<file path="config.mk">
export PLATFORM = sky130hd
export DESIGN_NAME = mem_arbiter
export DESIGN_NICKNAME = d
export VERILOG_FILES = /design/src/rtl/mem_arb_pkg.sv /design/src/rtl/mem_arbiter_rr_pick2.sv /design/src/rtl/mem_arbiter.sv
export SDC_FILE = /design/constraint.sdc
export NUM_CORES = 1
export LEC_CHECK = 0
export CAP_MARGIN = 10
export CORE_MARGIN = 1.5
export CORE_UTILIZATION = 44
export CTS_BUF_LIST = sky130_fd_sc_hd__clkbuf_16
export DETAILED_ROUTE_END_ITERATION = 10
export DONT_BUFFER_PORTS = 1
export PLACE_DENSITY = 0.7
export SLEW_MARGIN = 5
export SYNTH_ARGS = -nofsm -noshare
export SYNTH_HDL_FRONTEND = slang
export SYNTH_HIERARCHICAL = 1
export SYNTH_SLANG_ARGS = --single-unit
</file>
<file path="constraint.sdc">
create_clock -name clk -period 2.1 [get_ports clk]
set_input_delay 0.42 -clock clk [delete_from_list [all_inputs] [get_ports clk]]
set_output_delay 0.42 -clock clk [all_outputs]
set_load 0.03 [all_outputs]
</file>
<file path="src/rtl/mem_arb_pkg.sv">
// Shared types and default widths for the two-port memory arbiter.
// Latency: n/a (declarations only).
// Backpressure: n/a.
package mem_arb_pkg;

  localparam int DW_DEF = 32;
  localparam int AW_DEF = 32;

  // Arbiter control states: wait for a command, drive the memory, report back.
  typedef enum logic [1:0] {
    IDLE   = 2'd0,
    ACCESS = 2'd1,
    RESP   = 2'd2
  } state_t;

endpackage

</file>
<file path="src/rtl/mem_arbiter_rr_pick2.sv">
// Two-way round-robin selector: picks the requester not served last on a tie.
// Latency: purely combinational.
// Backpressure: none; winner is only meaningful while req0|req1.
//
// Ports:
//   req0, req1 : pending requests
//   last       : port served most recently (0 or 1)
//   winner     : selected port (0 or 1)
module rr_pick2 (
  input  logic req0,
  input  logic req1,
  input  logic last,
  output logic winner
);

  // Tie goes to the port not served last; a lone requester always wins.
  assign winner = (req0 & req1) ? ~last : req1;

endmodule

</file>
<file path="src/rtl/mem_arbiter.sv">
// Two-requester arbiter in front of a single-port memory, round-robin fair.
// Latency: gnt in cycle T, memory strobes in T+1, done/rdata in T+2.
// Backpressure: requesters hold req and fields until gnt; one op per 3 cycles.
//
// Ports:
//   clk, rst                    : clock, async active-low reset
//   req*/addr*/wdata*/rd*/wr*   : per-requester command
//   gnt*, done*, rdata*         : per-requester grant pulse, completion pulse, read result
//   mem_address/mem_writeData/mem_memRead/mem_memWrite, mem_readdata : memory port
module mem_arbiter
  import mem_arb_pkg::*;
#(
  parameter int DW = DW_DEF,
  parameter int AW = AW_DEF
) (
  input  logic          clk,
  input  logic          rst,

  input  logic          req0,
  input  logic [AW-1:0] addr0,
  input  logic [DW-1:0] wdata0,
  input  logic          rd0,
  input  logic          wr0,

  input  logic          req1,
  input  logic [AW-1:0] addr1,
  input  logic [DW-1:0] wdata1,
  input  logic          rd1,
  input  logic          wr1,

  output logic          gnt0,
  output logic          gnt1,
  output logic          done0,
  output logic          done1,
  output logic [DW-1:0] rdata0,
  output logic [DW-1:0] rdata1,

  output logic [AW-1:0] mem_address,
  output logic [DW-1:0] mem_writeData,
  output logic          mem_memRead,
  output logic          mem_memWrite,
  input  logic [DW-1:0] mem_readdata
);

  state_t        state_q;
  state_t        state_d;
  logic          grant;
  logic          winner;
  logic          owner_q;
  logic          last_q;
  logic          lat_rd_q;
  logic          lat_wr_q;
  logic [AW-1:0] addr_q;
  logic [DW-1:0] wdata_q;
  logic [DW-1:0] rdata0_q;
  logic [DW-1:0] rdata1_q;
  logic          done0_q;
  logic          done1_q;

  rr_pick2 u_pick (
    .req0   (req0),
    .req1   (req1),
    .last   (last_q),
    .winner (winner)
  );

  // ---------------------------------------------------------------------------
  // Control FSM
  // ---------------------------------------------------------------------------
  always_ff @(posedge clk or negedge rst) begin
    if (!rst) begin
      state_q <= IDLE;
    end else begin
      state_q <= state_d;
    end
  end

  always_comb begin
    state_d = state_q;
    grant   = 1'b0;
    case (state_q)
      IDLE: begin
        if (req0 | req1) begin
          grant   = 1'b1;
          state_d = ACCESS;
        end
      end
      ACCESS:  state_d = RESP;
      RESP:    state_d = IDLE;
      default: state_d = IDLE;
    endcase
  end

  // Grant is combinational so the fields are captured on the same edge that
  // ends the gnt cycle. Gated by rst so a held request cannot show a grant
  // while the block is in reset.
  assign gnt0 = grant & ~winner & rst;
  assign gnt1 = grant &  winner & rst;

  // ---------------------------------------------------------------------------
  // Command capture and arbitration history
  // ---------------------------------------------------------------------------
  always_ff @(posedge clk or negedge rst) begin
    if (!rst) begin
      owner_q  <= 1'b0;
      last_q   <= 1'b1;   // port 0 wins the first tie after reset
      lat_rd_q <= 1'b0;
      lat_wr_q <= 1'b0;
      addr_q   <= '0;
      wdata_q  <= '0;
    end else if (grant) begin
      owner_q  <= winner;
      last_q   <= winner;
      lat_rd_q <= winner ? rd1    : rd0;
      lat_wr_q <= winner ? wr1    : wr0;
      addr_q   <= winner ? addr1  : addr0;
      wdata_q  <= winner ? wdata1 : wdata0;
    end
  end

  // ---------------------------------------------------------------------------
  // Completion: the memory answers on the negedge inside ACCESS, so its read
  // data is stable at the edge that moves us into RESP.
  // ---------------------------------------------------------------------------
  always_ff @(posedge clk or negedge rst) begin
    if (!rst) begin
      done0_q  <= 1'b0;
      done1_q  <= 1'b0;
      rdata0_q <= '0;
      rdata1_q <= '0;
    end else begin
      done0_q <= 1'b0;
      done1_q <= 1'b0;
      if (state_q == ACCESS) begin
        if (owner_q) begin
          done1_q <= 1'b1;
          if (lat_rd_q) rdata1_q <= mem_readdata;
        end else begin
          done0_q <= 1'b1;
          if (lat_rd_q) rdata0_q <= mem_readdata;
        end
      end
    end
  end

  assign done0  = done0_q;
  assign done1  = done1_q;
  assign rdata0 = rdata0_q;
  assign rdata1 = rdata1_q;

  // Strobes decode straight from the state register, so an asynchronous
  // reset during ACCESS removes them before the memory's negedge.
  assign mem_memRead   = (state_q == ACCESS) & lat_rd_q;
  assign mem_memWrite  = (state_q == ACCESS) & lat_wr_q;
  assign mem_address   = addr_q;
  assign mem_writeData = wdata_q;

endmodule

</file>
Word-level counts from Yosys, hierarchy flattened
Cells that the tools add are included.

storage, ports and cells
  output and inout port bits = 134
  register bits = 136
  word-level logic and storage cells = 40
  input bits = 168

cells by class
  muxes and demuxes = 13
  reduce and logical (&&, ||, !) cells = 3
  eq/ne operators = 2
  bitwise gates (word level) = 11

operator list
  cell                                                              count
  32-bit two-way mux                                                2
  1-bit two-way mux                                                 9
  1-bit bitwise AND                                                 7
  3-bit AND reduction                                               2
  2-bit one-hot mux with 2 select lines                             1
  1-bit inverter                                                    3
  2-bit by 1-bit == test with 1-bit output (second input constant)  1
  2-bit zero test                                                   1
  2-bit two-way mux                                                 1
  2-bit inequality test (second input constant)                     1
  1-bit OR                                                          1

Depth between registers and ports, before layout
  depth in word-level cells = 5
  gate-level depth with buffers = 5
  depth with buffers taken out = 3

Cells and area by module
The synthesis kept the hierarchy.

modules (own cells, without submodules)
  module       times used  cells an instance  area each (um^2)  seq. area each (um^2)
  mem_arbiter  1           367                5,864.4           3,404.5
  rr_pick2     1           1                  11.3              0.0

Worst setup path after synthesis
OpenSTA, ideal clock, no wires.

  path type = input to output
  from = input port req1
  to = output port gnt1
  required time = 1.680 ns
  stages on the path = 4
  slack = 0.279 ns
  buffers on the path = 2
  arrival time = 1.401 ns
  cell sequence = a21boi_2 -> clkbuf_1 -> clkbuf_1 -> and3_1

on the way
  cells in the longest elaborated chain, start to end = 5
  elaborated cells between the ends (all ways) = 7
  classes of those cells = 3 x mux; 4 x bitwise

ends and longest elaborated chain
  element                            RTL line           RTL
  from (decl)                        mem_arbiter.sv:25  input logic req1,
  1-bit OR                           mem_arbiter.sv:83  if (req0 | req1) begin
  1-bit two-way mux                  mem_arbiter.sv:83
  1-bit two-way mux                  mem_arbiter.sv:81  case (state_q)
  1-bit bitwise AND * (2 in series)  mem_arbiter.sv:98  assign gnt1 = grant & winner & rst;
  to (decl)                          mem_arbiter.sv:32  output logic gnt1,

Mark *: on every way between the ends. The rest lies on a longest branch, timed or not.

Worst setup path in the final report
  from = register last_q
  to = output port gnt0

on the way
  cells in the longest elaborated chain, start to end = 5

ends and longest elaborated chain
  element                          RTL line                    RTL
  from (decl)                      mem_arbiter.sv:50           logic last_q;
  from (signal assigned)           mem_arbiter.sv:113          last_q <= winner;
  1-bit inverter                   mem_arbiter_rr_pick2.sv:17  assign winner = (req0 & req1) ? ~last : req1;
  1-bit two-way mux                mem_arbiter_rr_pick2.sv:17
  named net winner                 mem_arbiter.sv:48           logic winner;
  1-bit inverter                   mem_arbiter.sv:97           assign gnt0 = grant & ~winner & rst;
  1-bit bitwise AND (2 in series)  mem_arbiter.sv:97
  to (decl)                        mem_arbiter.sv:31           output logic gnt0,

The timed path passes the listed nets, and every way through them passes these cells.

==> flow_metrics.tcl <==
set metrics [dict create \
    dr.first_iter.drc_count 72 \
    row_count 42 \
    arrival_ps 1620 \
    fin_crit_ps 2040 \
    port_buffers 0 \
    first_global_vias 3410 \
    dpl-instance-area_um2 6080 \
    seqCellArea_um2 3400 \
    ctsRootBufferMaster "clkbuf_16" \
    ir_worst_vdd_mv 0.996 \
    crit_required_ps 1680 \
    fin_nets 540 \
    setup_tns_ps 0 \
    clk_path_buf_depth 2 \
    hold_viol 136 \
    hpwl_um 8530 \
    tightestPinTransition_ps 379 \
    yosysWarnings 6 \
    final_cell_count_no_fill 563 \
    die_h_um 119 \
    cts_buffers 17 \
    fmax_mhz 489 \
    fin_area_um2 6640 \
    final_cell_mix "mux2_2, dfrtp_1, mux2_1" \
    dp_cells 529 \
    slew_headroom 0.747 \
    p_leak_nw 2.77 \
    worst-path-buf-inv 1 \
    drc 0 \
    nFillCells 1105 \
    synth_area_per_cell_um2 16.0 \
    synth_nets 536 \
    synthCells 368 \
    drive_above_1_share 0.535 \
    core_area_um2 13100 \
    final_common_cell "mux2_2" \
    grt_util_met2 0.298 \
    rsz0062_at_grt "false" \
    critical_path.top_delay_family "flip-flops" \
    grt_max_degree 139 \
    grt.overflow.total 0 \
    max-cap-violations 0 \
    path_max_fanout 27 \
    hp-class "input pin to asynchronous set/reset pin" \
    clock_skew_ps 10.3 \
    clk_latency_ps 410 \
    start_util 0.447 \
    wirelength_um 11800 \
    cp_slowest_stage_delay_ps 550 \
    synth.distinct_cells 17 \
    finalHoldWorstSlack_ps -296 \
    grtUsageMet1 0.175 \
    antenna_found_initial 2 \
    ys_ff_latch 136 \
    track_usage 0.173 \
    cts.sinks 136 \
    status "finished with violations" \
    critical-path-slowest-cell "dfstp_2" \
    end_kind "output pin" \
    routed-via-count 3029 \
    first_pass_iters 3 \
    io_pins 302 \
    gp_congestion 0.748 \
    yosysTopAreaCell "dfrtp_1" \
    cts.reportedPaths.clkPinSlew_ps 60 \
    power.density_nw_per_um2 1940 \
    path_cells "a21boi_4, buf_12, and3b_1" \
    use_met3 0.0652 \
    multiInputGateArea_um2 2340 \
    synthToLayoutAreaGrowth_pct 13.0 \
    post-route-util 0.505 \
    busiest_layer "met2" \
    startpoint_type "flop" \
    grt_pass1_wl_um 18300 \
    wire_per_inst_um 21.0 \
    routed_via_density 5.38 \
    min_period_over_period 0.973 \
    yosys.area.top_type_share 0.575 \
    htreeDepth 4 \
    die_w_um 119 \
    mappedNetlistArea_um2 5880 \
    seq_area_frac_synth 0.579 \
    cts_tree "built" \
    ant_nets 0 \
    slew_violations 0 \
    setup_viol_count_final 0 \
    violations "negative hold slack" \
    die_area_um2 14100 \
    yosys-top-cells-area "dfrtp_1, mux2_2, mux2_1" \
    path_class "flop to output pin" \
]
[report_power, final]
part	leakage [nW]	total (mW)	internal, mW	switching (mW)
sequential	1.60	7.57	3.95	3.62
clock	0.278	2.74	1.63	1.11
combinational	0.893	2.58	1.63	0.947
total	2.77	12.9	7.21	5.68
[repair_timing]
action / 4_1_cts / 5_1_grt
gates resized for setup: 0 / 0
setup buffers: 0 / 0
hold endpoints to repair: 136 / 136
[area by class of cell]
| class | instances | area share |
|---|---|---|
| Multi-Input combinational cell | 210 | 0.353 |
| Sequential cell | 136 | 0.513 |
| Timing Repair Buffer | 7 | 0.0173 |
| Tap cell | 176 | 0.0332 |
| Clock inverter | 15 | 0.0194 |
| Clock buffer | 17 | 0.0641 |
| Antenna cell | 2 | 0.000754 |
[synthesized netlist by cell type]
library cell and instances:
buf_4 7, mux2_2 165, a21boi_2 1, nor2b_1 1
nor3_2 1, buf_6 3, buf_2 10, and2_1 3
and3_1 1, dfstp_2 1, and3b_1 2, dfrtp_1 135
mux2_1 33, nor2b_4 1, clkbuf_1 2, nand3_2 1
nor2_1 1
[through the flow]
stage / worst slack (ps) / hold WS, ps / power, mW
after detailed placement: 380 / 127 / 10.3
after global routing: 2.20 / -327 / 13.5
final: 56.3 / -296 / 12.9
after global placement: 430 / 127 / 10.1
after CTS: 36.1 / -319 / 13.1
after floorplan: 279 / 124 / 9.52
[per-layer routing]
| layer | routed length [um] | share of wire | vias to the layer above |
|---|---|---|---|
| li1 | - | - | 1323 |
| met1 | 4040 | 0.34 | 1490 |
| met2 | 6230 | 0.53 | 183 |
| met3 | 1000 | 0.085 | 33 |
| met4 | 526 | 0.045 | 0 |
| met5 | 0 | 0 | - |
[path summary, 6_finish.rpt]
check	start	endpoint	slack, ps	cells past startpoint
setup / recovery	last_q	gnt0	60	3
hold / removal	rst	mem_writeData[10]	-300	0
setup reg to reg	state_q[1]	rdata1[24]	450	4
hold reg to reg	lat_wr_q	lat_wr_q	490	1
max in group asynchronous	rst	last_q	2120	0
min in group clk	mem_readdata[30]	rdata0[30]	140	1
[flip-flops by register name, indices dropped and copies added (netlist names)]
register       flops
lat_wr_q           1
rdata1            32
mem_writeData     32
done1              1
lat_rd_q           1
mem_address       32
last_q             1
done0              1
state_q            2
rdata0            32
owner_q            1
[cell families after synthesis]
logic type | after synthesis | share of synthesized area
multiplexers | 198 | 0.379
flip-flops | 136 | 0.579
buffers and inverters | 22 | 0.0245
AND/OR/NAND/NOR | 11 | 0.0147
AO/OA/AOI/OAI | 1 | 0.00192
No activity file was read; power rests on OpenSTA's default activity.
